===== src/rtl/activate_unit.sv =====
// Element-wise activation stage: captures one dense-layer output vector and sideband,
// produces the activated vector and its derivative one element per cycle, then holds them.
module activate_unit #(
    parameter int size                   = 3,
    parameter int data_size              = 16,
    parameter int frac_bits              = 8,
    parameter int act_type_size          = 4,
    parameter int dense_type_size        = 4,
    parameter int cost_type_size         = 8,
    parameter int backprop_controll_size = 66
) (
    input  logic                              clk,
    input  logic                              rst_n,
    input  logic                              in_valid,
    output logic                              in_ready,
    input  logic [act_type_size-1:0]          act_type,
    input  logic [data_size*size-1:0]         y,
    input  logic [dense_type_size-1:0]        dense_type,
    input  logic [cost_type_size-1:0]         cost_type,
    input  logic [data_size*size-1:0]         predict_value,
    input  logic [backprop_controll_size-1:0] backprop_controll,
    output logic                              out_valid,
    input  logic                              out_ready,
    output logic [data_size*size-1:0]         a_out,
    output logic [data_size*size-1:0]         d_out,
    output logic [data_size*size-1:0]         y_out,
    output logic [act_type_size-1:0]          act_type_out,
    output logic [dense_type_size-1:0]        dense_type_out,
    output logic [cost_type_size-1:0]         cost_type_out,
    output logic [data_size*size-1:0]         predict_value_out,
    output logic [backprop_controll_size-1:0] backprop_controll_out
);

    localparam logic [1:0] S_IDLE = 2'd0;
    localparam logic [1:0] S_BUSY = 2'd1;
    localparam logic [1:0] S_DONE = 2'd2;

    localparam int IDXW  = (size > 1) ? $clog2(size) : 1;
    localparam int ONE_I = 1 << frac_bits;

    localparam logic [IDXW-1:0] LAST = IDXW'(size - 1);

    localparam logic [act_type_size-1:0] ACT_RELU  = act_type_size'(1);
    localparam logic [act_type_size-1:0] ACT_LEAKY = act_type_size'(2);
    localparam logic [act_type_size-1:0] ACT_HSIG  = act_type_size'(3);

    localparam logic signed [data_size-1:0] ONE     = data_size'(ONE_I);
    localparam logic signed [data_size-1:0] QUARTER = data_size'(ONE_I >> 2);
    localparam logic signed [data_size-1:0] EIGHTH  = data_size'(ONE_I >> 3);
    localparam logic signed [data_size-1:0] TWO_POS = data_size'(2 * ONE_I);
    localparam logic signed [data_size-1:0] TWO_NEG = data_size'(-2 * ONE_I);
    localparam logic signed [data_size:0]   HALF_W  = (data_size + 1)'(ONE_I >> 1);
    localparam logic signed [data_size:0]   ONE_W   = (data_size + 1)'(ONE_I);

    logic [1:0]                        state_q, state_d;
    logic [IDXW-1:0]                   idx_q, idx_d;
    logic [data_size*size-1:0]         a_q, d_q, y_q, pred_q;
    logic [act_type_size-1:0]          act_q;
    logic [dense_type_size-1:0]        dense_q;
    logic [cost_type_size-1:0]         cost_q;
    logic [backprop_controll_size-1:0] bp_q;

    logic                        accept;
    logic signed [data_size-1:0] cur_x;
    logic signed [data_size:0]   x_w;
    logic signed [data_size:0]   hs_sum;
    logic                        x_pos;
    logic signed [data_size-1:0] elem_a, elem_d;

    assign in_ready  = (state_q == S_IDLE) && rst_n;
    assign out_valid = (state_q == S_DONE);
    assign accept    = in_valid && in_ready;

    always_comb begin
        cur_x  = $signed(y_q[int'(idx_q)*data_size +: data_size]);
        x_pos  = !cur_x[data_size-1] && (cur_x != '0);
        // Sign-extend by one bit so the hard-sigmoid offset cannot wrap before clamping.
        x_w    = {cur_x[data_size-1], cur_x};
        hs_sum = (x_w >>> 2) + HALF_W;
        elem_a = cur_x;
        elem_d = ONE;
        case (act_q)
            ACT_RELU: begin
                elem_a = x_pos ? cur_x : '0;
                elem_d = x_pos ? ONE : '0;
            end
            ACT_LEAKY: begin
                elem_a = x_pos ? cur_x : (cur_x >>> 3);
                elem_d = x_pos ? ONE : EIGHTH;
            end
            ACT_HSIG: begin
                if (hs_sum[data_size])
                    elem_a = '0;
                else if (hs_sum > ONE_W)
                    elem_a = ONE;
                else
                    elem_a = hs_sum[data_size-1:0];
                elem_d = ((cur_x > TWO_NEG) && (cur_x < TWO_POS)) ? QUARTER : '0;
            end
            default: ;
        endcase
    end

    always_comb begin
        state_d = state_q;
        idx_d   = idx_q;
        case (state_q)
            S_IDLE: begin
                if (accept) begin
                    state_d = S_BUSY;
                    idx_d   = '0;
                end
            end
            S_BUSY: begin
                if (idx_q == LAST) begin
                    state_d = S_DONE;
                    idx_d   = '0;
                end else begin
                    idx_d = idx_q + 1'b1;
                end
            end
            S_DONE: begin
                if (out_ready) state_d = S_IDLE;
            end
            default: state_d = S_IDLE;
        endcase
    end

    always_ff @(posedge clk or negedge rst_n) begin
        if (!rst_n) begin
            state_q <= S_IDLE;
            idx_q   <= '0;
            a_q     <= '0;
            d_q     <= '0;
            y_q     <= '0;
            pred_q  <= '0;
            act_q   <= '0;
            dense_q <= '0;
            cost_q  <= '0;
            bp_q    <= '0;
        end else begin
            state_q <= state_d;
            idx_q   <= idx_d;
            if (accept) begin
                y_q     <= y;
                act_q   <= act_type;
                dense_q <= dense_type;
                cost_q  <= cost_type;
                pred_q  <= predict_value;
                bp_q    <= backprop_controll;
            end
            if (state_q == S_BUSY) begin
                a_q[int'(idx_q)*data_size +: data_size] <= elem_a;
                d_q[int'(idx_q)*data_size +: data_size] <= elem_d;
            end
        end
    end

    assign a_out                 = a_q;
    assign d_out                 = d_q;
    assign y_out                 = y_q;
    assign act_type_out          = act_q;
    assign dense_type_out        = dense_q;
    assign cost_type_out         = cost_q;
    assign predict_value_out     = pred_q;
    assign backprop_controll_out = bp_q;

endmodule


===== config.mk =====
export PLATFORM = sky130hd
export DESIGN_NAME = activate_unit
export DESIGN_NICKNAME = d
export VERILOG_FILES = /design/src/rtl/activate_unit.sv
export SDC_FILE = /design/constraint.sdc
export NUM_CORES = 1
export LEC_CHECK = 0
export CORE_AREA = 2 2 177 179
export DETAILED_ROUTE_END_ITERATION = 10
export DIE_AREA = 0 0 179 181
export PLACE_DENSITY = 0.67
export SETUP_SLACK_MARGIN = 0.2
export SLEW_MARGIN = 5
export SYNTH_ARGS = -nofsm -noshare
export SYNTH_HDL_FRONTEND = slang
export SYNTH_SLANG_ARGS = --single-unit

===== constraint.sdc =====
create_clock -name clk -period 3.9 [get_ports clk]
set_input_delay 0.39 -clock clk [delete_from_list [all_inputs] [get_ports clk]]
set_output_delay 0.39 -clock clk [all_outputs]
set_load 0.005 [all_outputs]

# --- Word-level counts from Yosys, hierarchy flattened ---
# Index checks and enable logic that the tools add are counted.
op_classes:
  magnitude_cmp: 3
  eq_ne: 9
  n_shift: 4
  add_sub_neg: 3
  reduce_logical: 10
  mux: 18
ops:
  columns: ["operator", "count"]
  rows:
  - ["bitwise mux 48 bit", 2]
  - ["indexed part select 16 x 33 -> 48 bit", 2]
  - ["2-to-1 mux 16 bit", 3]
  - ["one-hot mux 16 bit (3 select lines)", 1]
  - ["variable shift 16 x 33 -> 48 bit, first input constant", 1]
  - ["indexed part select 48 x 7 -> 16 bit", 1]
  - ["negation 6 -> 33 bit", 1]
  - ["one-hot mux 9 bit (3 select lines)", 1]
  - ["2-to-1 mux 9 bit", 2]
  - ["> comparator 16 x 10 -> 1 bit, second input constant", 1]
  - ["< comparator 16 x 11 -> 1 bit, second input constant", 1]
  - ["nonzero test 16 bit", 1]
  - ["adder 14 x 9 -> 15 bit, second input constant", 1]
  - ["> comparator 15 x 10 -> 1 bit, second input constant", 1]
  - ["2-to-1 mux 15 bit", 1]
  - ["2-to-1 mux 2 bit", 5]
  - ["== test 4 x 2 -> 1 bit, second input constant", 2]
  - ["2-to-1 mux 7 bit", 1]
  - ["one-hot mux 2 bit (3 select lines)", 1]
  - ["== test 2 bit, second input constant", 2]
  - ["== test 4 x 1 -> 1 bit, second input constant", 1]
  - ["logical AND 1 bit", 4]
  - ["inequality test 2 bit, second input constant", 2]
  - ["one-hot mux 2 bit (2 select lines)", 1]
  - ["8 further kinds", 8]
totals:
  word_cells: 57
  ff_bits: 278

# --- Logic depth before layout (Yosys ltp) ---
# Gate-level depths: netlist (run 1).
depth:
  ltp_word: 8
  mapped_depth: 11
  depth_no_buf: 9

# --- Worst setup path before layout (run 1) ---
# OpenSTA, ideal clock, no wires.
synth_timing:
  path_type: "register to register"
  start: "register idx_q[0]"
  end: "register a_q[20] (netlist: a_out[20])"
  required_ns: 3.814
  period_less_slack_ns: 2.515
  path_stages_with_launch: 12
  setup_slack_ns: 1.385
  setup_ns: 0.086
  arrival_ns: 2.429
  path_cell_list: "dfrtp_1 -> buf_6 -> nor2b_4 -> buf_6 -> a2bb2oi_4 -> clkinv_2 -> ha_1 -> nand2_1 -> or4_4 -> a211oi_4 -> a22oi_2 -> o221ai_2"
synth_between:
  elab_chain_cells: 8
  elab_cells_between_ends: 15
  cone_classes: "add/sub (2); order compare (1); shift (3); mux (6); reduce/logical (3)"
synth_lines:
  columns: ["item", "line_no", "text"]
  rows:
  - ["start: declaration", "56", "logic [IDXW-1:0] idx_q, idx_d;"]
  - ["start signal: assignment", "143", "idx_q <= idx_d;"]
  - ["indexed part select 48 x 7 -> 16 bit", "75", "cur_x = $signed(y_q[int'(idx_q)*data_size +: data_size]);"]
  - ["adder 14 x 9 -> 15 bit", "79", "hs_sum = (x_w >>> 2) + HALF_W;"]
  - ["> comparator 15 x 10 -> 1 bit", "94", "else if (hs_sum > ONE_W)"]
  - ["2-to-1 mux 16 bit", "94", null]
  - ["2-to-1 mux 16 bit", "92", "if (hs_sum[data_size])"]
  - ["one-hot mux 16 bit (3 select lines)", "82", "case (act_q)"]
  - ["indexed part select 16 x 33 -> 48 bit", "153", "a_q[int'(idx_q)*data_size +: data_size] <= elem_a;"]
  - ["bitwise mux 48 bit *", "153", null]
  - ["end signal: indexed assignment", "153", null]
  - ["end: declaration", "57", "logic [data_size*size-1:0] a_q, d_q, y_q, pred_q;"]
# Mark *: on every way between the ends. The rest lies on a longest branch, timed or not.
# A chain may end at the register's enable or synchronous reset.

# --- Worst setup path in the final report (run 1) ---
layout_timing:
  start: "register idx_q[1]"
  end: "register a_q[24] (netlist: a_out[24])"
# The elaborated chain is that of the path after synthesis.

==> reports/qor.yml, run 1 <==
status: "complete, no violations"
grt_pass1_wl_um: 50600
wl_per_cell_um: 20.6
insertion_delay_ps: 530
viasPerCell: 4.91
hpwl_um: 24900
avgSynthCellArea_um2: 13.3
crit_slowest_cell: "or4_4"
coreArea_um2: 30300
start_util_pct: 33.9
drt_iter0_drc: 445
grt_pass1_vias: 8401
period_share_pct: 79.2
p_total_mw: 13.0
numCtsBuffers: 27
die_area_um2: 32400
ios: 458
syn-cell-area_um2: 10300
synth_edf_count: 0
worstPathArrival_ps: 3480
place.gp.congestion: 0.823
fin_util_pct: 52.0
ir_drop_mv: 0.497
num_vias: 7930
cts_sinks: 239
nNetsFinal: 1386
antenna_found_initial: 2
p_int_mw: 8.75
yosys_warnings: 0
cts_tree: "done"
min_period_ps: 3090
netlist_instances: 776
hold_viol: 0
leakage_nw: 6.48
portBuffers: 418
wl_um: 33200
synth_top_cell_by_area: "dfrtp_1"
slowest_delay_ps: 570
die_w_um: 179
synth-seq-cells: 239
cp_common_cell: "buf_4"
cts_buffer_depth: 3
grtUsageTotal_pct: 20.2
drt_pass1_iterations: 5
grt_start_max_net_pins: 121
critical_path.cell_chain: "buf_4 > mux2i_1 > o2bb2ai_1 > or4_4 > nor4_4 > o2111ai_2 > buf_4 > a32oi_1 > o21ai_1"
reg2reg_slack_ps: 810
clockRootBuffer: "clkbuf_16"
setup.worst_path.class: "flip-flop to flip-flop"
cts_max_level: 1
crit_fanout: 12
synth_commonest_cells: "dfrtp_1 (239), mux2_2 (179), nand2_1 (66)"
yosysMostFrequentCell: "dfrtp_1"
area_growth_pct: 53.3
ys_types: 57
finalSetupViolCount: 0
power_density_nw_per_um2: 822
cts.clk_slew.worst_paths_ps: 60
grt_overflow_total: 0
pwr-share-clk_pct: 21.2
final_layout_size_suffix_gt1_share_pct: 22.6
yosys-top-cells-area: "dfrtp_1 (58%), mux2_2 (20%), buf_4 (2.8%)"
rows: 64
end_kind: "flip-flop"
worst_pin_slew_ps: 971
rsz0062_at_grt: "no"
yosysSeqAreaShare_pct: 58.1
cpLargestDelayFamily: "simple AND/OR/NAND/NOR gates"
p_sw_share_pct: 32.5
slew_violations: 0
tns_ps: 0
synth_top_cell_area_share_pct: 58.1
min_path_type: "input pin to async pin"
sequentialPowerShare_pct: 34.3
ant_nets: 0
die_h_um: 181
critPathLaunchType: "flip-flop"
synth-async-reset-ratio_pct: 100
crit_buf_inv: 2
post_cts_buffers: 0
drc: 0
clock_skew_ps: 9.53
max_slew_margin_pct: 35.3
cp.required_ps: 4290
synth_ff_type: "dfrtp_1"
combPwrFrac_pct: 44.6
cap_violations: 0
fmax_mhz: 324
power_switching_mw: 4.22
path summary, 6_finish.rpt:
check	depth (start not counted)	end	startpoint
setup / recovery	9	a_out[24]	idx_q[1]
hold / removal	2	a_out[0]	rst_n
max in group asynchronous	4	cost_type_out[1]	rst_n
hold reg to reg	2	d_out[38]	d_out[38]
min in group clk	2	state_q[1]	out_ready
setup reg to reg	9	a_out[24]	idx_q[1]
state kept, by name, summed over array words and instances, names as in the netlist:
| signal | flops |
|---|---|
| a_out | 48 |
| act_type_out | 4 |
| backprop_controll_out | 66 |
| cost_type_out | 8 |
| d_out | 9 |
| dense_type_out | 4 |
| idx_q | 2 |
| predict_value_out | 48 |
| state_q | 2 |
| y_out | 48 |
power groups by stage:
| stage | clock, mW | combinational (mW) | sequential (mW) |
|---|---|---|---|
| CTS | 2.81 | 5.83 | 4.45 |
| floorplan | 0 | 2.39 | 4.39 |
| detailed placement | 0 | 5.79 | 4.47 |
| global placement | 0 | 5.74 | 4.44 |
| global route | 2.91 | 6.19 | 4.60 |
| finish | 2.74 | 5.78 | 4.44 |
layout make-up:
class                   instances  area, um2
diodes                          1       2.50
clock buffers                  39        811
clock inverters                 9        155
fillers                      2628      14600
inverters                       8       32.5
multi-input cells             485       3930
flip-flops and latches        239       5980
well taps                     396        495
repair buffers                439       4360
metrics by stage:
step	worst slack [ps]	area (um2)	hold WS (ps)	instances
after floorplan	1380	10400	94.4	814
after global placement	687	14800	251	1566
after detailed placement	630	14800	255	1566
after CTS	596	15800	288	1615
after global routing	471	15800	291	1616
final	812	15800	301	1616
layer usage:
layer / share of wire (%) / vias up / wire length [um] / track usage (%)
met5: 0.039 / - / 13 / 0
met4: 3.0 / 2 / 984 / 5.92
met3: 9.8 / 59 / 3250 / 7.30
met2: 49 / 367 / 16400 / 34.1
met1: 38 / 3948 / 12600 / 24.1
li1: - / 3554 / - / -
cell families after synthesis:
| logic type | after synthesis | share of synthesized area [%] |
|---|---|---|
| adders and majority gates | 4 | 0.486 |
| muxes | 194 | 21.1 |
| DFF | 239 | 58.1 |
| AOI/OAI and AO/OA | 108 | 8.74 |
| other | 1 | 0.0364 |
| buffers and inverters | 90 | 5.13 |
| and+or+nand+nor | 140 | 6.43 |
timing repair:
item / CTS / global route
endpoints found under the setup margin: 0 / 1
resized for setup: 0 / 1
hold endpoints to repair: 28 / 0
hold buffers: 1 / 0
cell usage in the layout (no fill, tap or decap), types with 6 or more instances in the layout:
| cell | count |
|---|---|
| conb_1 | 39 |
| nand3_1 | 22 |
| buf_4 | 19 |
| o211ai_1 | 12 |
| mux2i_1 | 14 |
| clkbuf_16 | 27 |
| o21ai_0 | 20 |
| o21ai_1 | 15 |
| mux2_2 | 179 |
| nor2_1 | 25 |
| nand2_1 | 66 |
| clkdlybuf4s50_1 | 417 |
| a22o_1 | 6 |
| a32oi_1 | 7 |
| inv_1 | 6 |
| dfrtp_1 | 239 |
| clkbuf_8 | 9 |
No activity file was read; power rests on OpenSTA's default activity.
==> run 2: changes to the inputs <==
--- a/config.mk
+++ b/config.mk
@@ -5,10 +5,10 @@
 export SDC_FILE = /design/constraint.sdc
 export NUM_CORES = 1
 export LEC_CHECK = 0
-export CORE_AREA = 2 2 177 179
+export CORE_AREA = 2 2 178 180
 export DETAILED_ROUTE_END_ITERATION = 10
-export DIE_AREA = 0 0 179 181
-export PLACE_DENSITY = 0.67
+export DIE_AREA = 0 0 180 182
+export PLACE_DENSITY = 0.69
 export SETUP_SLACK_MARGIN = 0.2
 export SLEW_MARGIN = 5
 export SYNTH_ARGS = -nofsm -noshare
==> constraint.sdc (replaced) <==
create_clock -name clk -period 2.75 [get_ports clk]
set_input_delay 0.275 -clock clk [delete_from_list [all_inputs] [get_ports clk]]
set_output_delay 0.275 -clock clk [all_outputs]
set_load 0.005 [all_outputs]
==> run 2 against run 1 <==
Register-to-register slack got worse by 700 ps. Core utilization increased by 1.3 points. Sequential cell count unchanged. Global-route usage decreased by 1.1 points. Sequential share of layout area decreased by 1.7 points. Wire length decreased by 1.9%. Largest power group unchanged. Design area increased by 4.7%. Power increased by 48%. Die area increased by 1.1%. Clock power increased by 27%. Critical path depth increased by 1. Highest routed layer is now met4. Via count increased by 4.0%.
==> reports/qor.yml, run 2 (same netlist as run 1, synthesis figures left out) <==
period_share_pct: 95.9  # was 79.2%
coreArea_um2: 31000  # was 30300 um2
seq_area_um2: 5980  # about the same
place.gp.congestion: 0.857  # was 0.823
viasPerCell: 4.95  # was 4.91
cts.clk_slew.worst_paths_ps: 60  # about the same
die_w_um: 180  # was 179 um
cap_violations: 0  # unchanged
drt_iter0_drc: 484  # was 445
drc: 0  # unchanged
clock_skew_ps: 8.57  # was 9.53 ps
status: "complete, no violations"  # unchanged
diodes: 0  # was 1
rsz0062_at_grt: "yes"  # was no
p_total_mw: 19.2  # was 13.0 mW
portBuffers: 418  # unchanged
place_inst: 1604  # was 1566
grt_overflow_total: 0  # unchanged
ir_drop_mv: 0.645  # was 0.497 mV
min_period_ps: 2640  # was 3090 ps
grtUsageTotal_pct: 19.1  # was 20.2%
clockRootBuffer: "clkbuf_16"  # unchanged
num_vias: 8248  # was 7930
rows: 65  # was 64
die_h_um: 182  # was 181 um
grt_pass1_vias: 8534  # was 8401
leakage_nw: 6.77  # was 6.48 nW
place_area_um2: 15100  # was 14800 um2
fin_area_um2: 16500  # was 15800 um2
final_layout_size_suffix_gt1_share_pct: 28.0  # was 22.6%
drt_pass1_iterations: 5  # unchanged
nNetsFinal: 1433  # was 1386
insertion_delay_ps: 530  # about the same
grt_start_max_net_pins: 144  # was 121
hpwl_um: 23900  # was 24900 um
ant_nets: 0  # unchanged
finalSetupViolCount: 0  # unchanged
min_path_type: "input pin to flip-flop"  # was input pin to async pin
worstPathArrival_ps: 3080  # was 3480 ps
die_area_um2: 32800  # was 32400 um2
end_kind: "flip-flop"  # unchanged
mostFrequentLayoutCell: "clkdlybuf4s50_1"  # unchanged
crit_fanout: 6  # was 12
wl_um: 32600  # was 33200 um
cp.required_ps: 3190  # was 4290 ps
fillers: 2628  # unchanged
largest_register_ffs: 66  # unchanged
cts_max_level: 1  # unchanged
cts_sinks: 239  # unchanged
hold_viol: 0  # unchanged
antenna_found_initial: 0  # was 2
max_slew_margin_pct: 45.0  # was 35.3%
layout_common_cells: "clkdlybuf4s50_1 (417), dfrtp_1 (238), mux2_2 (178)"  # was clkdlybuf4s50_1 (417), dfrtp_1 (239), mux2_2 (179)
worst_pin_slew_ps: 826  # was 971 ps
numCtsBuffers: 27  # unchanged
area_growth_pct: 60.5  # was 53.3%
setup.worst_path.class: "flip-flop to flip-flop"  # unchanged
power_density_nw_per_um2: 1160  # was 822 nW/um2
cts_buffer_depth: 3  # unchanged
critPathLaunchType: "flip-flop"  # unchanged
cts_tree: "done"  # unchanged
wl_per_cell_um: 19.6  # was 20.6 um
slew_violations: 0  # unchanged
fin_cells: 1667  # was 1616
grt_pass1_wl_um: 49700  # was 50600 um
fmax_mhz: 379  # was 324 MHz
ios: 458  # unchanged
multi_input_area_um2: 4230  # was 3930 um2
start_util_pct: 33.2  # was 33.9%
run 2: changes by cell type in the layout (fill, tap and decap cells not counted), sizes merged:
cell / before / now
diode: 1 / 0
buf: 21 / 67
clkinv: 5 / 7
bufinv: 4 / 1
inv: 7 / 8
run 2: metrics by stage:
step | worst slack (ps) | util (%) | hold slack [ps] | TNS [ps]
after floorplan | 235 | - | -20.6 | 0
after global placement | 40.5 | 48.8 | 332 | 0
after detailed placement | -22.6 | 48.8 | 334 | -47.3
after CTS | 148 | 52.4 | 294 | 0
after global routing | 15.4 | 53.3 | 318 | 0
final | 113 | 53.3 | 329 | 0
run 2: critical path, cell delays in order (launching register included):
cell and delay (ps):
dfrtp_2 410, buf_12 150, mux2i_1 350, a2bb2oi_2 190, nand4_1 240, buf_4 220, o31a_1 310, a211oi_4 210
buf_12 170, a22oi_2 70, o211ai_1 220
run 2: layer usage:
metal  vias to the layer above  track usage, %  routed length (um)
met5                         -               0                   0
met4                         0            6.50                1020
met3                        67            6.46                3040
met2                       400            33.3               16400
met1                      4126            22.0               12200
li1                       3655               -                   -
run 2: final timing paths:
kind | start | endpoint | slack (ps) | cells past startpoint
min in group asynchronous | rst_n | a_out[32] | 360 | 3
worst min register to register | d_out[6] | d_out[6] | 490 | 2
max in group asynchronous | rst_n | backprop_controll_out[0] | 1180 | 4
worst max register to register | idx_q[1] | a_out[5] | 110 | 10
worst min-delay path | out_ready | state_q[1] | 330 | 2
worst max-delay path | idx_q[1] | a_out[5] | 110 | 10
run 2: layout make-up:
class	instances	area share [%]
sequential	239	36.2
timing repair buffer	486	29.7
multi-input combinational	485	25.6
clock buffer	38	4.76
tap	402	3.04
clock inverter	9	0.485
inverter	8	0.197
run 2: power breakdown:
group          leakage (nW)  total (mW)  switching (mW)  internal [mW]
registers              2.94        6.38            1.22           5.16
logic                  3.41        9.30            3.70           5.60
clock network         0.431        3.49            1.41           2.08
run 2: timing repair:
action / in CTS / in global routing
hold buffers: 1 / 0
hold endpoints to repair: 33 / 0
buffers inserted: 6 / 6
gates resized for setup: 29 / 40
gates cloned: 2 / 1
pin swaps: 18 / 13
endpoints found under the setup margin: 39 / 54
